`src/rtl/rst_seq_pkg.sv`:
```
// Shared types and constants for the rst_seq_50 reset sequencer.
//   state_e : FSM encoding (WAIT_LOCK=0, STRETCH=1, RUN=2; code 3 is illegal)
//   CNT_W   : width of the lock-filter and stretch counters
//   LLC_W   : width of the saturating lock-loss event counter
package rst_seq_pkg;

  localparam int CNT_W = 16;
  localparam int LLC_W = 8;

  typedef enum logic [1:0] {
    WAIT_LOCK = 2'd0,
    STRETCH   = 2'd1,
    RUN       = 2'd2
  } state_e;

endpackage

```
`src/rtl/sync_ff.sv`:
```
// Multi-flop synchroniser for a single asynchronous input.
//   clk_i  : destination clock
//   rst_ni : asynchronous active-low reset, clears every stage to 0
//   d_i    : asynchronous input
//   q_o    : synchronised output, valid STAGES edges after d_i is first sampled
module sync_ff #(
  parameter int STAGES = 2
) (
  input  logic clk_i,
  input  logic rst_ni,
  input  logic d_i,
  output logic q_o
);

  logic [STAGES-1:0] sync_q;

  always_ff @(posedge clk_i or negedge rst_ni) begin
    if (!rst_ni) begin
      sync_q <= '0;
    end else begin
      sync_q <= {sync_q[STAGES-2:0], d_i};
    end
  end

  assign q_o = sync_q[STAGES-1];

endmodule

```
`src/rtl/rst_seq_50.sv`:
```
// Reset sequencer for the 50 MHz system domain.
// Synchronises and filters the PLL lock, holds the system reset for a fixed
// stretch once lock is stable, then releases it synchronously. Lock loss or a
// software request in RUN re-enters reset; lock losses in RUN are counted.
//   clk           : 50 MHz system clock (PLL output)
//   rst_n         : asynchronous active-low reset
//   pll_lock      : PLL lock, asynchronous to clk
//   sw_reset      : software reset request (pulse or level), honoured in RUN only
//   sys_rst_n     : system reset, active-low; async assert, sync deassert
//   ready         : high exactly when sys_rst_n is high
//   state_o       : current FSM state for debug
//   lock_loss_cnt : saturating count of lock-loss events seen in RUN
module rst_seq_50
  import rst_seq_pkg::*;
#(
  parameter int LOCK_FILTER    = 16,
  parameter int STRETCH_CYCLES = 1024,
  parameter int SYNC_STAGES    = 2
) (
  input  logic             clk,
  input  logic             rst_n,
  input  logic             pll_lock,
  input  logic             sw_reset,
  output logic             sys_rst_n,
  output logic             ready,
  output logic [1:0]       state_o,
  output logic [LLC_W-1:0] lock_loss_cnt
);

  localparam logic [CNT_W-1:0] FILT_LAST    = CNT_W'(LOCK_FILTER - 1);
  localparam logic [CNT_W-1:0] STRETCH_LAST = CNT_W'(STRETCH_CYCLES - 1);

  logic lock_s;

  state_e             state_q, state_d;
  logic [CNT_W-1:0]   filt_q, filt_d;
  logic [CNT_W-1:0]   stretch_q, stretch_d;
  logic [LLC_W-1:0]   llc_q, llc_d;
  logic               sys_rst_n_q;
  logic               ready_q;

  // The lock input reaches the FSM only through the synchroniser, so a
  // sub-cycle glitch on pll_lock can never propagate directly to sys_rst_n.
  sync_ff #(
    .STAGES (SYNC_STAGES)
  ) u_lock_sync (
    .clk_i  (clk),
    .rst_ni (rst_n),
    .d_i    (pll_lock),
    .q_o    (lock_s)
  );

  always_comb begin
    state_d   = state_q;
    filt_d    = filt_q;
    stretch_d = stretch_q;
    llc_d     = llc_q;

    case (state_q)
      WAIT_LOCK: begin
        if (lock_s) begin
          filt_d = filt_q + CNT_W'(1);
          if (filt_q == FILT_LAST) begin
            state_d   = STRETCH;
            stretch_d = '0;
          end
        end else begin
          filt_d = '0;
        end
      end

      STRETCH: begin
        // Losing lock during the stretch is not a lock-loss event: the
        // system was never released.
        if (!lock_s) begin
          state_d = WAIT_LOCK;
          filt_d  = '0;
        end else begin
          stretch_d = stretch_q + CNT_W'(1);
          if (stretch_q == STRETCH_LAST) begin
            state_d = RUN;
          end
        end
      end

      RUN: begin
        // Lock loss has priority over a coincident software request.
        if (!lock_s) begin
          state_d = WAIT_LOCK;
          filt_d  = '0;
          if (llc_q != '1) begin
            llc_d = llc_q + LLC_W'(1);
          end
        end else if (sw_reset) begin
          state_d   = STRETCH;
          stretch_d = '0;
        end
      end

      default: begin
        state_d = WAIT_LOCK;
        filt_d  = '0;
      end
    endcase
  end

  // Outputs are registered from the next state so they switch on the same
  // edge the FSM enters or leaves RUN; the async clear gives immediate
  // reset assertion when rst_n drops.
  always_ff @(posedge clk or negedge rst_n) begin
    if (!rst_n) begin
      state_q     <= WAIT_LOCK;
      filt_q      <= '0;
      stretch_q   <= '0;
      llc_q       <= '0;
      sys_rst_n_q <= 1'b0;
      ready_q     <= 1'b0;
    end else begin
      state_q     <= state_d;
      filt_q      <= filt_d;
      stretch_q   <= stretch_d;
      llc_q       <= llc_d;
      sys_rst_n_q <= (state_d == RUN);
      ready_q     <= (state_d == RUN);
    end
  end

  assign sys_rst_n     = sys_rst_n_q;
  assign ready         = ready_q;
  assign state_o       = state_q;
  assign lock_loss_cnt = llc_q;

endmodule

```
`config.mk`:
```
export PLATFORM = sky130hd
export DESIGN_NAME = rst_seq_50
export DESIGN_NICKNAME = d
export VERILOG_FILES = /design/src/rtl/rst_seq_pkg.sv /design/src/rtl/sync_ff.sv /design/src/rtl/rst_seq_50.sv
export SDC_FILE = /design/constraint.sdc
export NUM_CORES = 1
export LEC_CHECK = 0
export ABC_CLOCK_PERIOD_IN_PS = 2900
export CELL_PAD_IN_SITES_DETAIL_PLACEMENT = 0
export CELL_PAD_IN_SITES_GLOBAL_PLACEMENT = 2
export CORE_MARGIN = 2
export CORE_UTILIZATION = 37
export CTS_CLUSTER_DIAMETER = 60
export DETAILED_ROUTE_END_ITERATION = 8
export PLACE_DENSITY_LB_ADDON = 0.25
export SLEW_MARGIN = 20
export SYNTH_ARGS = -nofsm -noshare
export SYNTH_HDL_FRONTEND = slang
export SYNTH_SLANG_ARGS = --single-unit
```
`constraint.sdc`:
```
create_clock -name clk -period 2.9 [get_ports clk]
set_clock_uncertainty 0.15 [all_clocks]
set_input_delay 0.58 -clock clk [delete_from_list [all_inputs] [get_ports clk]]
set_output_delay 0.58 -clock clk [all_outputs]
set_load 0.1 [all_outputs]
```
==> results.ini <==
[clock_tree]
cts_made_buffers=5
cts_tree=built
cts_resized=0
postCtsSetupRepairBufs=0
htreeDepth=2
insertion_delay_ns=0.30
clk_pin_slew_worst_paths_ns=0.09
clock_path_buffers=2
cts_sinks=45
ctsHoldBuffers=0
cts_root_buf=clkbuf_8

[timing]
tightest_slew_ns=0.6577
slew_violations=0
relSlewSlack=0.5575
finalHoldViolCount=0
setup_violations=0
max_freq_ghz=0.4057
grt_setup_unrepaired=false
post-route-period-util=0.8500
tns_ns=0
period_minus_slack_ns=2.465

[die]
die_w_um=85.25
dieArea_um2=7267
io_pins=16
rows=29
start_util=0.3846
coreArea_um2=6350
die_h_um=85.25

[synthesis]
yosysTopAreaCell=dfrtp_1
ys_ff_latch=45
synth_edf_count=0
synth.net_count=278
synth-seq-area-share=0.4611
avgSynthCellArea_um2=9.147
netlist_top_cells_area=dfrtp_1, o21ai_0, nor2_1
synthCells=267
ys_types=48
synth_top_area_frac=0.4611
synth_flop_cell=dfrtp_1
synthArstFlopShare=1.000
yosysWarningCount=0
netlist_area_um2=2442

[pwr]
p_total_mw=1.306
p_leak_nw=1.216
p_per_area_nw_per_um2=469.4
ir_drop_mv=0.2053

[global_route]
antenna_found_initial=0
grt_overflow_total=0
grt_first_pass_wirelength_mm=9.459
grt_pass1_vias=1930
grt_usage=0.1616
grt_max_degree=46

[placement]
port_buffers=15
hpwl_mm=3.701
place.gp.congestion=0.7307

[setup_path]
critPathMaxFanout=8
worstSetupStartpointType=register
arrival_ns=2.51
crit_path_end_kind=register
worstPathRequired_ns=2.94
criticalPathCategory=register to register

[layout]
drive_gt1_frac=0.1232
antenna_cells=0
area_growth_pct=13.88
final_common_cell=dfrtp_1
post-route-util=0.4380
final_nets=294
final_cell_mix=dfrtp_1, nor2_1, nand2_1, o21ai_0, buf_4

[routing]
viasPerCell=5.612
ant_nets=0
wl_per_cell_um=14.73
route.detailed.drc=0
drtIter0Drc=85
first_pass_iters=4
routed_wl_mm=5.316
via_count=2026

[min_path]
hp-class=input pin to asynchronous set/reset pin

[status]
status=finished clean

[flow_run]
drv_cap=0

per-layer routing:
layer,global-route usage,share of wire,up-vias
li1,-,-,1011
met1,0.2420,0.52,976
met2,0.2308,0.43,30
met3,0.03696,0.037,9
met4,0.05051,0.015,0
met5,0,0,-
final timing paths:
kind | startpoint | end | slack [ns] | cells after the start
max | state_o[0] | stretch_q[10] | 0.43 | 8
min | rst_n | filt_q[7] | 0.21 | 2
max reg2reg | state_o[0] | stretch_q[10] | 0.43 | 8
min reg2reg | u_lock_sync.sync_q[0] | u_lock_sync.sync_q[1] | 0.22 | 0
max in group asynchronous | rst_n | state_o[0] | 1.97 | 2
min in group clk | u_lock_sync.sync_q[0] | u_lock_sync.sync_q[1] | 0.22 | 0
power by group:
part,internal (mW),switching (mW)
logic,0.0311,0.0572
clock network,0.342,0.226
registers,0.637,0.0121
Yosys cell counts (all sizes together), types with 3 or more instances:
library cell   n
a21oi         18
a31oi          6
and3           8
and4           4
buf            4
clkbuf         9
dfrtp         45
ha             7
inv            6
nand2         23
nand3         11
nand4         10
nor2          29
nor3           3
nor4           3
o21ai         24
o31ai         10
or3            3
xnor2          5
xor2           7
kinds of logic (layout without fill, tap and decap cells):
logic type / count (synthesis) / after routing / share of synthesized area
AO/OA/AOI/OAI: 71 / 71 / 0.1773
flip-flops: 45 / 45 / 0.4611
multiplexers: 3 / 3 / 0.01281
XOR/XNOR: 12 / 12 / 0.04303
buffers and inverters: 19 / 36 / 0.03432
AND/OR/NAND/NOR: 110 / 110 / 0.2357
adder cells (fa/ha/maj): 7 / 7 / 0.03586
metrics by stage:
stage | cells | hold slack (ns) | cell area [µm²] | worst slack [ns]
after floorplan | 267 | 0.1344 | 2445 | 0.1032
after global placement | 353 | 0.1834 | 2648 | 0.2859
after detailed placement | 353 | 0.2009 | 2648 | 0.2441
after CTS | 361 | 0.2229 | 2781 | 0.4135
after global routing | 361 | 0.2455 | 2781 | 0.2804
final | 361 | 0.2076 | 2781 | 0.4350
critical path, stage by stage (launching register included):
cell      delay, ns
dfrtp_2        0.41
inv_1          0.08
ha_1           0.28
nor2b_1        0.20
o22a_1         0.18
a2111o_1       0.39
or2_0          0.25
buf_4          0.19
o41ai_1        0.23
sequential cells by signal, indices dropped and copies added, names as in the netlist:
signal and count:
lock_loss_cnt 8, stretch_q 16, u_lock_sync.sync_q 2, filt_q 16
ready 1, state_o 2
final cells by class:
type / instances / area, µm²
Clock buffer: 5 / 68.82
Tap cell: 77 / 96.34
Timing Repair Buffer: 22 / 167.7
Inverter: 6 / 22.52
Clock inverter: 3 / 65.06
Fill cell: 630 / 3568
Sequential cell: 45 / 1129
Multi-Input combinational cell: 203 / 1232
(Power assumes the default switching activity.)
